===== src/rtl/fdiv_arbiter.sv =====
// Round-robin arbiter sharing one external combinational fdiv between N_REQ requesters.
// Captures the granted operands, waits LAT cycles for settling, then returns the result.
module fdiv_arbiter #(
    parameter int unsigned N_REQ = 4,
    parameter int unsigned LAT   = 2,
    parameter int unsigned W     = 32
) (
    input  logic               clk,
    input  logic               rst,
    input  logic [N_REQ-1:0]   req_valid,
    input  logic [N_REQ*W-1:0] req_a,
    input  logic [N_REQ*W-1:0] req_b,
    output logic [N_REQ-1:0]   req_ready,
    output logic [N_REQ-1:0]   resp_valid,
    output logic [W-1:0]       resp_data,
    output logic               resp_dz,
    input  logic [N_REQ-1:0]   resp_ready,
    output logic [W-1:0]       div_a,
    output logic [W-1:0]       div_b,
    input  logic [W-1:0]       div_out,
    output logic               busy
);

    localparam int unsigned IW = (N_REQ > 1) ? $clog2(N_REQ) : 1;
    localparam int unsigned CW = (LAT > 1) ? $clog2(LAT) : 1;

    typedef enum logic [1:0] {StIdle, StWait, StResp} state_e;

    state_e          state_q, state_d;
    logic [IW-1:0]   rr_ptr_q;
    logic [IW-1:0]   gnt_q;
    logic [IW-1:0]   gnt_sel;
    logic [IW-1:0]   idx;
    logic [IW-1:0]   next_ptr;
    logic [CW-1:0]   cnt_q;
    logic            dz_q;
    logic            found;
    logic [W-1:0]    sel_b;

    // First valid requester at or after rr_ptr, wrapping modulo N_REQ.
    always_comb begin
        found   = 1'b0;
        gnt_sel = '0;
        idx     = '0;
        for (int unsigned k = 0; k < N_REQ; k++) begin
            idx = IW'((32'(rr_ptr_q) + k) % N_REQ);
            if (!found && req_valid[idx]) begin
                found   = 1'b1;
                gnt_sel = idx;
            end
        end
    end

    assign sel_b    = req_b[gnt_sel*W +: W];
    assign next_ptr = (gnt_q == IW'(N_REQ - 1)) ? '0 : gnt_q + IW'(1);

    always_ff @(posedge clk or posedge rst) begin
        if (rst) begin
            state_q <= StIdle;
        end else begin
            state_q <= state_d;
        end
    end

    always_comb begin
        state_d = state_q;
        unique case (state_q)
            StIdle:  if (found) state_d = StWait;
            StWait:  if (cnt_q == '0) state_d = StResp;
            StResp:  if (resp_ready[gnt_q]) state_d = StIdle;
            default: state_d = StIdle;
        endcase
    end

    always_comb begin
        req_ready  = '0;
        resp_valid = '0;
        busy       = (state_q != StIdle);
        if (state_q == StIdle && found) req_ready[gnt_sel] = 1'b1;
        if (state_q == StResp) resp_valid[gnt_q] = 1'b1;
    end

    // Operands stay on div_a/div_b until the next accept so fdiv does not toggle when idle.
    always_ff @(posedge clk or posedge rst) begin
        if (rst) begin
            rr_ptr_q  <= '0;
            gnt_q     <= '0;
            cnt_q     <= '0;
            dz_q      <= 1'b0;
            div_a     <= '0;
            div_b     <= '0;
            resp_data <= '0;
            resp_dz   <= 1'b0;
        end else begin
            unique case (state_q)
                StIdle: begin
                    if (found) begin
                        div_a <= req_a[gnt_sel*W +: W];
                        div_b <= sel_b;
                        dz_q  <= (sel_b[W-2:0] == '0);
                        gnt_q <= gnt_sel;
                        cnt_q <= CW'(LAT - 1);
                    end
                end
                StWait: begin
                    if (cnt_q == '0) begin
                        resp_data <= div_out;
                        resp_dz   <= dz_q;
                    end else begin
                        cnt_q <= cnt_q - CW'(1);
                    end
                end
                StResp: begin
                    if (resp_ready[gnt_q]) rr_ptr_q <= next_ptr;
                end
                default: ;
            endcase
        end
    end

endmodule


===== config.mk =====
export PLATFORM = sky130hd
export DESIGN_NAME = fdiv_arbiter
export DESIGN_NICKNAME = d
export VERILOG_FILES = /design/src/rtl/fdiv_arbiter.sv
export SDC_FILE = /design/constraint.sdc
export NUM_CORES = 1
export LEC_CHECK = 0
export CORE_MARGIN = 10
export CORE_UTILIZATION = 33
export CTS_CLUSTER_SIZE = 14
export DETAILED_ROUTE_END_ITERATION = 6
export PLACE_DENSITY = 0.82
export RECOVER_POWER = 25
export SYNTH_ARGS = -nofsm -noshare
export SYNTH_HDL_FRONTEND = slang
export SYNTH_SLANG_ARGS = --single-unit

===== constraint.sdc =====
create_clock -name clk -period 3.85 [get_ports clk]
set_clock_uncertainty 0.1 [all_clocks]
set_input_delay 0.9625 -clock clk [delete_from_list [all_inputs] [get_ports clk]]
set_output_delay 0.9625 -clock clk [all_outputs]
set_load 0.05 [all_outputs]

==> flow_summary.toml <==
[status]
status = "finished with violations"
violations = "capacitance limit, slew limit"

[sta]
period_needed_ns = 3.70
max_freq_ghz = 0.270
slew_viol_final = 44
setup_ws_ns = 0.148
tightest_slew_ns = 2.04
relSlewSlack = -0.366
rsz0062_at_grt = "false"
setup_violations = 0
finalHoldViolations = 0
fin_crit_sh = 0.961
tns_ns = 0

[logic_synthesis]
yosys_warnings = 0
yosys-top-cells-area = "dfrtp_1 (43%), mux2i_1 (15%), mux2_2 (12%)"
syn_nets = 908
synth_top_family_by_area = "multiplexers"
ys_async_sr_fraction = 1.00
yosys.area_share.simple = 0.145
ys_seq_area_frac = 0.426
yosys.area_share.adder = 0.00812
yosys.area.top_type_share = 0.426
synth_compound_area_frac = 0.104
syn_area_mm2 = 0.00617
synth_common_cells = "nand2_1 (139), dfrtp_1 (105), mux2i_1 (94)"
synthXorXnorAreaFrac = 0
synth_mux_area_frac = 0.275
avgSynthCellArea_um2 = 10.2
synth.largest_area_cell = "dfrtp_1"
synth_most_common_cell = "nand2_1"
synth_edf_count = 0
synth_cell_types = 34
synthCells = 606
ys_ff_latch = 105
synth_ff_type = "dfrtp_1"

[place]
place_ws_ns = 0.124
portBuffers = 403
gp_congestion = 0.889
place_hpwl_um = 21000
placed_cells = 1205

[cts]
clk_latency_ns = 0.35
post_cts_buffers = 0
cts-hold-fix-buffers = 0
cts_made_buffers = 9
cts.sink_count = 105
cts.htree.levels = 3
cts_resized = 0
clock-root-buffer = "clkbuf_16"
cts_buffer_depth = 2
clk_pin_slew_ns = 0.07
cts_tree = "built"

[power]
p_int_mw = 4.45
p_comb_frac = 0.666
p_per_area_mw_per_mm2 = 823
leakage_nw = 4.88
p_clk_frac = 0.108
switchingPower_mw = 4.40
switching_share = 0.497
peakVddDrop_mv = 0.964
p_seq_frac = 0.226

[drt]
finalWirelength_um = 26100
drt_first_pass_iters = 4
ant_nets = 0
dr_total_vias = 6201
drtIter0Drc = 350
drc_errors = 0
wl_per_cell_um = 21.4
viasPerCell = 5.08

[setup_path]
startpoint_type = "primary input"
required_ns = 2.79
path_cells = "clkdlybuf4s50_1 -> or3b_1 -> o21ai_0 -> nor2_4 -> nor3_1 -> buf_4"
worstSetupPathType = "primary input to output port"
critPathMaxFanout = 7
cp_slowest_cell = "clkdlybuf4s50_1"
slowest_delay_ns = 0.52
endpoint_kind = "output port"
worstPathArrival_ns = 2.64
crit_family = "buffers and inverters"
rrSetupSlack_ns = 0.89
cp_num_buf_inv = 2

[flow_run]
drv_cap = 1

[die]
die_x_um = 157
die_y_um = 157
die_area_mm2 = 0.0246
io_pins = 404
rows = 49
core_mm2 = 0.0181
initial_utilization = 0.340

[finish]
post-route-util = 0.592
final_cells = 1221
syn2layout_area_growth_pct = 74.3
drive_gt1_frac = 0.106
n_antenna_cell = 0
nets = 1289

[global_route]
grt_pass1_wl_um = 38600
grt_max_degree = 103
overflow = 0
grt_usage = 0.202
grt_pass1_vias = 6564
antenna_found_initial = 0

[worst_hold_path]
hp-class = "register to register"
through the flow:
step / hold WS (ns) / power (mW) / area, um^2
after floorplan: 0.343 / 5.89 / 6170
after global placement: 0.358 / 7.87 / 10500
after detailed placement: 0.365 / 7.97 / 10500
after CTS: 0.382 / 8.95 / 10800
after global routing: 0.392 / 9.31 / 10700
final: 0.378 / 8.85 / 10700
cell usage in the layout, fill, tap and decap left out, drive strengths merged:
| master | n |
|---|---|
| inv | 8 |
| nor4 | 9 |
| a311oi | 33 |
| mux2i | 94 |
| and3 | 33 |
| o221ai | 1 |
| nor2b | 1 |
| clkinvlp | 2 |
| o22ai | 1 |
| or2 | 2 |
| o31ai | 1 |
| ha | 4 |
| a21oi | 3 |
| nand4 | 2 |
| o22a | 1 |
| a21boi | 1 |
| nor3 | 2 |
| clkbuf | 11 |
| nand2 | 139 |
| a211o | 1 |
| clkinv | 3 |
| nor2 | 8 |
| clkdlybuf4s50 | 398 |
| mux4 | 1 |
| dfrtp | 105 |
| buf | 16 |
| dlygate4sd3 | 1 |
| or3b | 1 |
| and2 | 4 |
| mux2 | 65 |
| o21ai | 4 |
| a21o | 34 |
| nand2b | 1 |
| o21a | 2 |
cell families (layout without fill, tap and decap cells):
| kind of cell | after synthesis | after routing |
|---|---|---|
| adder cells (fa/ha/maj) | 4 | 4 |
| flip-flops | 105 | 105 |
| multiplexers | 160 | 160 |
| buffers and inverters | 53 | 439 |
| AO/OA/AOI/OAI | 82 | 82 |
| AND/OR/NAND/NOR | 202 | 202 |
routing by layer:
metal	track usage	wire, um	vias up
li1	-	-	2928
met1	0.220	9540	2977
met2	0.357	13400	252
met3	0.0746	2410	44
met5	0	0	-
met4	0.0647	737	0
area by class of cell:
class	instances	area (um^2)
fill	1552	7400
timing repair buffer	417	4180
multi-input combinational	448	3320
sequential	105	2630
tap	229	287
clock buffer	9	225
clock inverter	7	85.1
inverter	6	23.8
path summary, 6_finish.rpt:
kind                              start           end  cells past startpoint
setup / recovery           req_valid[2]  req_ready[2]                      6
hold / removal                div_a[25]     div_a[25]                      1
setup reg to reg             state_q[1]  resp_data[8]                      4
hold reg to reg               div_a[25]     div_a[25]                      1
max in group asynchronous           rst          dz_q                      3
min in group asynchronous           rst     div_b[16]                      2
power by group through the flow:
| stage | logic (mW) | clock network (mW) | registers [mW] |
|---|---|---|---|
| final | 5.89 | 0.952 | 2.00 |
| after global routing | 6.21 | 1.02 | 2.08 |
| after CTS | 5.96 | 0.987 | 2.01 |
| after detailed placement | 5.94 | 0 | 2.02 |
| after global placement | 5.88 | 0 | 1.99 |
| after floorplan | 2.12 | 0 | 3.77 |
sequential cells by signal, indices dropped and copies added, names as in the netlist:
signal     count
gnt_q          2
state_q        2
cnt_q          1
resp_data     32
rr_ptr_q       2
div_b         32
div_a         32
resp_dz        1
dz_q           1
(Power assumes the default switching activity.)
